**src/rtl/dino_pkg.sv**
```systemverilog
// dino_pkg
//   Shared types and constants for the dino game blocks.
//   - state_t     : top-level game state (IDLE/RUN/OVER/WIN)
//   - spawn_fsm_t : obstacle spawn sequencer states
//   - MCNT lookup : LFSR clock divider counts per difficulty level
package dino_pkg;

  typedef enum logic [1:0] {
    IDLE = 2'd0,
    RUN  = 2'd1,
    OVER = 2'd2,
    WIN  = 2'd3
  } state_t;

  typedef enum logic [1:0] {
    S_OFF    = 2'd0,
    S_GAP    = 2'd1,
    S_SAMPLE = 2'd2,
    S_OFFER  = 2'd3
  } spawn_fsm_t;

  // Divider counts per level. Both stay >= 2 so the random source
  // clocks are always divided.
  localparam logic [3:0] MCNT1_L0 = 4'd7;
  localparam logic [3:0] MCNT1_L1 = 4'd6;
  localparam logic [3:0] MCNT1_L2 = 4'd5;
  localparam logic [3:0] MCNT1_L3 = 4'd4;
  localparam logic [3:0] MCNT2_L0 = 4'd2;
  localparam logic [3:0] MCNT2_L1 = 4'd3;
  localparam logic [3:0] MCNT2_L2 = 4'd3;
  localparam logic [3:0] MCNT2_L3 = 4'd3;

  function automatic logic [3:0] mcnt1_lut(input logic [1:0] lvl);
    logic [3:0] m;
    case (lvl)
      2'd0:    m = MCNT1_L0;
      2'd1:    m = MCNT1_L1;
      2'd2:    m = MCNT1_L2;
      default: m = MCNT1_L3;
    endcase
    return m;
  endfunction

  function automatic logic [3:0] mcnt2_lut(input logic [1:0] lvl);
    logic [3:0] m;
    case (lvl)
      2'd0:    m = MCNT2_L0;
      2'd1:    m = MCNT2_L1;
      2'd2:    m = MCNT2_L2;
      default: m = MCNT2_L3;
    endcase
    return m;
  endfunction

endpackage

```
**src/rtl/obstacle_spawn_scheduler_level_ctrl.sv**
```systemverilog
// spawn_level_ctrl
//   Derives the difficulty level from the score and registers the random
//   generator divider counts for that level. Usable on its own (e.g. by the
//   score display).
// Ports
//   clk, rst_n : clock, asynchronous active-low reset
//   state      : game state; level tracks score in RUN, holds in OVER/WIN,
//                clears in IDLE
//   score      : current score
//   level      : registered level 0..3
//   mcnt1/2    : registered divider counts, one cycle behind level
module spawn_level_ctrl
  import dino_pkg::*;
#(
  parameter int LVL_SCORE = 100,
  parameter int SCORE_W   = 10
) (
  input  logic               clk,
  input  logic               rst_n,
  input  state_t             state,
  input  logic [SCORE_W-1:0] score,
  output logic [1:0]         level,
  output logic [3:0]         mcnt1,
  output logic [3:0]         mcnt2
);

  logic [1:0] level_reg;
  logic [1:0] level_calc;
  logic [3:0] mcnt1_reg;
  logic [3:0] mcnt2_reg;

  // Threshold compares instead of a divide by LVL_SCORE.
  always_comb begin
    level_calc = 2'd0;
    if (int'(score) >= 3 * LVL_SCORE)      level_calc = 2'd3;
    else if (int'(score) >= 2 * LVL_SCORE) level_calc = 2'd2;
    else if (int'(score) >= LVL_SCORE)     level_calc = 2'd1;
  end

  always_ff @(posedge clk or negedge rst_n) begin
    if (!rst_n) begin
      level_reg <= 2'd0;
      mcnt1_reg <= MCNT1_L0;
      mcnt2_reg <= MCNT2_L0;
    end else begin
      if (state == RUN)       level_reg <= level_calc;
      else if (state == IDLE) level_reg <= 2'd0;
      mcnt1_reg <= mcnt1_lut(level_reg);
      mcnt2_reg <= mcnt2_lut(level_reg);
    end
  end

  assign level = level_reg;
  assign mcnt1 = mcnt1_reg;
  assign mcnt2 = mcnt2_reg;

endmodule

```
**src/rtl/obstacle_spawn_scheduler.sv**
```systemverilog
// obstacle_spawn_scheduler
//   Paces obstacle spawns with a frame-tick gap counter, samples the random
//   source once per gap and offers each obstacle over valid/ready. Also
//   drives the random generator divider counts from a score-derived level.
// Ports
//   clk, rst_n   : clock, asynchronous active-low reset
//   state        : game state; anything but RUN parks the sequencer
//   frame_tick   : one-cycle pulse per frame
//   rnd          : random source, sampled once per gap
//   score        : current score
//   spawn_ready  : renderer accepts the offered obstacle
//   spawn_valid  : obstacle offer valid
//   spawn_type   : obstacle type 1..3 while valid
//   level        : difficulty level 0..3
//   mcnt1, mcnt2 : divider counts for the two LFSR clocks
module obstacle_spawn_scheduler
  import dino_pkg::*;
#(
  parameter int MIN_GAP    = 24,
  parameter int GAP_STEP   = 8,
  parameter int LVL_SHRINK = 4,
  parameter int GAP_FLOOR  = 12,
  parameter int LVL_SCORE  = 100,
  parameter int SCORE_W    = 10
) (
  input  logic               clk,
  input  logic               rst_n,
  input  state_t             state,
  input  logic               frame_tick,
  input  logic [1:0]         rnd,
  input  logic [SCORE_W-1:0] score,
  input  logic               spawn_ready,
  output logic               spawn_valid,
  output logic [1:0]         spawn_type,
  output logic [1:0]         level,
  output logic [3:0]         mcnt1,
  output logic [3:0]         mcnt2
);

  localparam logic signed [8:0] MIN_GAP_S    = 9'(MIN_GAP);
  localparam logic signed [8:0] GAP_STEP_S   = 9'(GAP_STEP);
  localparam logic signed [8:0] LVL_SHRINK_S = 9'(LVL_SHRINK);
  localparam logic signed [8:0] GAP_FLOOR_S  = 9'(GAP_FLOOR);

  spawn_fsm_t        fsm_reg, fsm_next;
  logic [7:0]        gap_cnt_reg, gap_cnt_next;
  logic [1:0]        type_q_reg, type_q_next;
  logic signed [8:0] gap_raw;
  logic [7:0]        gap_reload;

  spawn_level_ctrl #(
    .LVL_SCORE (LVL_SCORE),
    .SCORE_W   (SCORE_W)
  ) u_level_ctrl (
    .clk   (clk),
    .rst_n (rst_n),
    .state (state),
    .score (score),
    .level (level),
    .mcnt1 (mcnt1),
    .mcnt2 (mcnt2)
  );

  // Gap after a delivered obstacle: larger obstacles get more room, higher
  // levels less. Signed 9-bit so a large shrink clamps to the floor instead
  // of wrapping.
  always_comb begin
    gap_raw = MIN_GAP_S
            + $signed({7'd0, type_q_reg}) * GAP_STEP_S
            - $signed({7'd0, level}) * LVL_SHRINK_S;
    gap_reload = (gap_raw < GAP_FLOOR_S) ? GAP_FLOOR_S[7:0] : gap_raw[7:0];
  end

  always_ff @(posedge clk or negedge rst_n) begin
    if (!rst_n) begin
      fsm_reg     <= S_OFF;
      gap_cnt_reg <= 8'(MIN_GAP);
      type_q_reg  <= 2'd0;
    end else begin
      fsm_reg     <= fsm_next;
      gap_cnt_reg <= gap_cnt_next;
      type_q_reg  <= type_q_next;
    end
  end

  always_comb begin
    fsm_next     = fsm_reg;
    gap_cnt_next = gap_cnt_reg;
    type_q_next  = type_q_reg;
    if (state != RUN) begin
      // A handshake completing in this cycle still counts; nothing to undo.
      fsm_next     = S_OFF;
      gap_cnt_next = 8'(MIN_GAP);
    end else begin
      case (fsm_reg)
        S_OFF: begin
          fsm_next     = S_GAP;
          gap_cnt_next = 8'(MIN_GAP);
        end
        S_GAP: begin
          if (frame_tick) begin
            if (gap_cnt_reg <= 8'd1) begin
              gap_cnt_next = 8'd0;
              fsm_next     = S_SAMPLE;
            end else begin
              gap_cnt_next = gap_cnt_reg - 8'd1;
            end
          end
        end
        S_SAMPLE: begin
          type_q_next = rnd;
          if (rnd == 2'd0) begin
            // Empty slot: short re-sample gap, no offer.
            gap_cnt_next = 8'(GAP_STEP);
            fsm_next     = S_GAP;
          end else begin
            fsm_next = S_OFFER;
          end
        end
        S_OFFER: begin
          if (spawn_ready) begin
            gap_cnt_next = gap_reload;
            fsm_next     = S_GAP;
          end
        end
        default: fsm_next = S_OFF;
      endcase
    end
  end

  // Decoded straight from the state register so an asynchronous reset
  // withdraws the offer immediately.
  assign spawn_valid = (fsm_reg == S_OFFER);
  assign spawn_type  = spawn_valid ? type_q_reg : 2'd0;

endmodule

```
**config.mk**
```make
export PLATFORM = sky130hd
export DESIGN_NAME = obstacle_spawn_scheduler
export DESIGN_NICKNAME = d
export VERILOG_FILES = /design/src/rtl/dino_pkg.sv /design/src/rtl/obstacle_spawn_scheduler_level_ctrl.sv /design/src/rtl/obstacle_spawn_scheduler.sv
export SDC_FILE = /design/constraint.sdc
export NUM_CORES = 1
export LEC_CHECK = 0
export CAP_MARGIN = 20
export CORE_MARGIN = 10
export CORE_UTILIZATION = 45
export CTS_CLUSTER_SIZE = 10
export DETAILED_ROUTE_END_ITERATION = 12
export MAX_ROUTING_LAYER = met4
export PLACE_DENSITY_LB_ADDON = 0.1
export SYNTH_ARGS = -nofsm -noshare
export SYNTH_HDL_FRONTEND = slang
export SYNTH_SLANG_ARGS = --single-unit
```
**constraint.sdc**
```tcl
create_clock -name clk -period 1.9 [get_ports clk]
set_input_delay 0.38 -clock clk [delete_from_list [all_inputs] [get_ports clk]]
set_output_delay 0.38 -clock clk [all_outputs]
set_load 0.02 [all_outputs]
```
==> impl_results.html <==
<table>
<tr><th>Metric</th><th>Value</th></tr>
<tr><th colspan="2">Synthesis</th></tr>
<tr><td>Fraction of synthesis flops using an asynchronous set or reset pin</td><td>100.0%</td></tr>
<tr><td>Number of synthesized flops with an enable pin</td><td>0</td></tr>
<tr><td>Yosys cell types</td><td>51</td></tr>
<tr><td>Number of warnings issued by yosys</td><td>0</td></tr>
<tr><td>Mean instance size in the synthesized netlist</td><td>9.282 sq um</td></tr>
<tr><td>Syn Std Cell Area</td><td>1309 sq um</td></tr>
<tr><td>Sequential share of the synthesized area</td><td>32.89%</td></tr>
<tr><td>Number of synthesized register bits</td><td>17</td></tr>
<tr><td>Top flip-flop cell by instance count after synthesis</td><td>sky130_fd_sc_hd__dfrtp_1</td></tr>
<tr><td>Count of mapped cells out of synthesis</td><td>141</td></tr>
<tr><th colspan="2">Layout</th></tr>
<tr><td>Post-route standard cell area excluding fillers</td><td>1709 sq um</td></tr>
<tr><td>Leading cell type in the layout, fill and taps excluded</td><td>sky130_fd_sc_hd__clkdlybuf4s50_1</td></tr>
<tr><td>Flip-flop count of the largest register, all copies and words added</td><td>8</td></tr>
<tr><td>Fraction of final layout cells with drive strength greater than 1</td><td>24.16%</td></tr>
<tr><td>NumNets Final</td><td>206</td></tr>
<tr><td>Area growth, synth to finish</td><td>30.59%</td></tr>
<tr><td>Leading cell types in the layout, fill and taps excluded</td><td>20 x sky130_fd_sc_hd__clkdlybuf4s50_1, 17 x sky130_fd_sc_hd__inv_1, 15 x sky130_fd_sc_hd__buf_4, 13 x sky130_fd_sc_hd__dfrtp_1, 9 x sky130_fd_sc_hd__nand2_1</td></tr>
<tr><td>Total inserted antenna cells</td><td>0</td></tr>
<tr><th colspan="2">Placed design</th></tr>
<tr><td>RD Place Congestion</td><td>0.8627</td></tr>
<tr><td>Placement Cell Area</td><td>1640 sq um</td></tr>
<tr><td>HPWL reported at the end of detailed placement</td><td>2.651 mm</td></tr>
<tr><td>Buffers added on ports</td><td>23</td></tr>
<tr><th colspan="2">CTS</th></tr>
<tr><td>Count of buffers added by post-CTS timing repair for setup</td><td>0</td></tr>
<tr><td>CTS tree</td><td>yes</td></tr>
<tr><td>Cell chosen for the clock root</td><td>sky130_fd_sc_hd__clkbuf_4</td></tr>
<tr><td>Clock sinks</td><td>17</td></tr>
<tr><td>Worst skew pair latency</td><td>0.29 ns</td></tr>
<tr><td>Clock transition at the registers of the reported paths</td><td>0.11 ns</td></tr>
<tr><td>Total CTS buffers</td><td>3</td></tr>
<tr><td>CTS H-tree depth</td><td>1</td></tr>
<tr><td>Buffer levels on the longest clock path</td><td>2</td></tr>
<tr><th colspan="2">Power and ir drop</th></tr>
<tr><td>Maximum resistive drop on vdd</td><td>437.5 uV</td></tr>
<tr><td>Static leakage</td><td>0.0007421 uW</td></tr>
<tr><td>Power density over the cells</td><td>496.7 nW/um^2</td></tr>
<tr><th colspan="2">Flow run</th></tr>
<tr><td>Max Cap Violations</td><td>0</td></tr>
<tr><th colspan="2">Drt</th></tr>
<tr><td>Final ANT Viol Nets</td><td>0</td></tr>
<tr><td>WL per Instance</td><td>15.71 um</td></tr>
<tr><td>Number of design rule violations left after detail routing</td><td>0</td></tr>
<tr><td>Total iterations of the first detailed-routing run</td><td>4</td></tr>
<tr><td>Total via count in the routed design</td><td>1,176</td></tr>
<tr><td>Via-to-Cell Ratio</td><td>5.627</td></tr>
<tr><td>Total wirelength of the detailed-routed design</td><td>3.283 mm</td></tr>
<tr><td>Violation count after the first detailed-route iteration</td><td>48</td></tr>
<tr><th colspan="2">Critical path</th></tr>
<tr><td>WP data required</td><td>1.52 ns</td></tr>
<tr><td>Crit path launch type</td><td>flop</td></tr>
<tr><td>Crit path launch</td><td>u_level_ctrl.level[0]</td></tr>
<tr><td>Largest fanout of any net on the critical path</td><td>5</td></tr>
<tr><td>Crit path kind</td><td>reg -&gt; out</td></tr>
<tr><td>Reg-to-Reg Start</td><td>type_q_reg[0]</td></tr>
<tr><td>Category of the worst setup path capture point</td><td>output pin</td></tr>
<tr><td>Arrival time at the worst endpoint</td><td>1.44 ns</td></tr>
<tr><th colspan="2">Global routing</th></tr>
<tr><td>Antenna violations before repair</td><td>0</td></tr>
<tr><td>Overall overflow remaining after global route</td><td>0</td></tr>
<tr><td>Overall Global Routing Usage</td><td>12.38%</td></tr>
<tr><td>Via count of the first global-routing pass</td><td>1,202</td></tr>
<tr><td>Maximum number of pins on one net before global-route repair</td><td>18</td></tr>
<tr><td>Wire length of the first global-routing pass</td><td>5.354 mm</td></tr>
<tr><th colspan="2">Timing</th></tr>
<tr><td>Total Negative Setup Slacks</td><td>0 ns</td></tr>
<tr><td>Worst clock skew</td><td>0.006048 ns</td></tr>
<tr><td>Maximum clock frequency</td><td>548.2 MHz</td></tr>
<tr><td>Max Slew Vio Count</td><td>0</td></tr>
<tr><td>Final cycle utilization of the critical path</td><td>96.01%</td></tr>
<tr><td>Setup-violating endpoint count in the final report</td><td>0</td></tr>
<tr><td>Number of failing hold endpoints at the final stage</td><td>0</td></tr>
<tr><td>Minimum clock period</td><td>1.824 ns</td></tr>
<tr><th colspan="2">Floorplanning</th></tr>
<tr><td>Core Footprint</td><td>2758 sq um</td></tr>
<tr><td>Die Ht</td><td>73.93 um</td></tr>
<tr><td>Initial Utilization</td><td>47.46%</td></tr>
<tr><td>Top-level I/O count</td><td>31</td></tr>
<tr><td>Floorplan row count</td><td>19</td></tr>
<tr><td>DIE AREA</td><td>5466 sq um</td></tr>
<tr><td>Die extent in x</td><td>73.93 um</td></tr>
<tr><th colspan="2">Worst hold path</th></tr>
<tr><td>Hold Path Class</td><td>in -&gt; async</td></tr>
<tr><th colspan="2">Outcome</th></tr>
<tr><td>Result of the run</td><td>complete, no violations</td></tr>
</table>
[layer usage]
| metal | vias up | wire, um | track usage, % |
|---|---|---|---|
| met5 | - | 0 | - |
| met1 | 574 | 1444 | 15.09 |
| met4 | 0 | 23 | 2.484 |
| li1 | 574 | - | - |
| met3 | 4 | 120 | 2.793 |
| met2 | 24 | 1694 | 20.45 |
[worst max-delay path, cell delays in order, from the launching register on]
cell,delay [ns]
sky130_fd_sc_hd__dfrtp_1,0.38
sky130_fd_sc_hd__buf_4,0.16
sky130_fd_sc_hd__clkdlybuf4s50_1,0.61
[logic make-up after synthesis]
group / Yosys count / synth area share [%]
compound gates: 38 / 24.76
xor+xnor: 1 / 0.6693
fa+ha+maj: 9 / 8.604
buf+inv: 25 / 9.559
flops: 17 / 32.89
mux: 2 / 1.721
other cells: 2 / 0.5738
simple gates: 47 / 21.22
[per-stage QoR]
stage	utilization, %	cells	setup slack [ns]	total power, uW	hold slack, ns
finish	61.98	209	0.07583	849.0	0.3958
global route	61.98	209	-0.001593	902.3	0.4060
CTS	60.71	209	0.03524	842.7	0.3974
detailed placement	59.48	205	-0.03557	636.3	0.4941
global placement	59.48	205	-0.01370	628.1	0.4893
floorplan	-	144	0.01135	523.8	0.08441
[report_power, final]
part,switching [uW],internal [uW]
clock network,121,78.2
registers,9.92,383
logic,129,128
[cell usage after synthesis (all sizes together), types with 3 or more instances]
| library cell | number | area share (%) |
|---|---|---|
| inv | 17 | 4.9 |
| and2b | 3 | 1.9 |
| dfstp | 4 | 8.0 |
| a41oi | 3 | 2.6 |
| nor2 | 6 | 1.7 |
| a31oi | 5 | 2.9 |
| o21ai | 7 | 3.5 |
| nand3 | 4 | 1.5 |
| o31ai | 3 | 2.8 |
| or3 | 6 | 3.3 |
| dfrtp | 13 | 25 |
| buf | 7 | 4.3 |
| nor3 | 3 | 1.1 |
| nand2 | 9 | 2.6 |
| ha | 9 | 8.6 |
| nand2b | 5 | 2.6 |
[repair_timing]
action | in CTS | in global routing
gates resized for setup | 5 | 7
hold buffers | 0 | 0
pin swaps | 0 | 2
setup endpoints to repair | 4 | 4
[layout make-up]
| cell class | instances | area (sq um) |
|---|---|---|
| Clock buffer | 3 | 22.52 |
| Fill cell | 235 | 1049 |
| Multi-Input combinational cell | 102 | 812.0 |
| Timing Repair Buffer | 38 | 336.6 |
| Sequential cell | 17 | 430.4 |
| Inverter | 17 | 63.81 |
| Tap cell | 31 | 38.79 |
| Clock inverter | 1 | 5.005 |
[final timing paths]
check                                         to  slack [ns]  depth (start not counted)
min in group clk                  gap_cnt_reg[1]        0.52                          2
max                                     level[0]        0.08                          2
min reg2reg                       gap_cnt_reg[1]        0.52                          2
max in group asynchronous  u_level_ctrl.mcnt1[1]        1.24                          2
min                               gap_cnt_reg[6]        0.40                          2
max reg2reg                       gap_cnt_reg[3]        0.11                          8
Note: power is estimated with default switching activity, not from simulation.
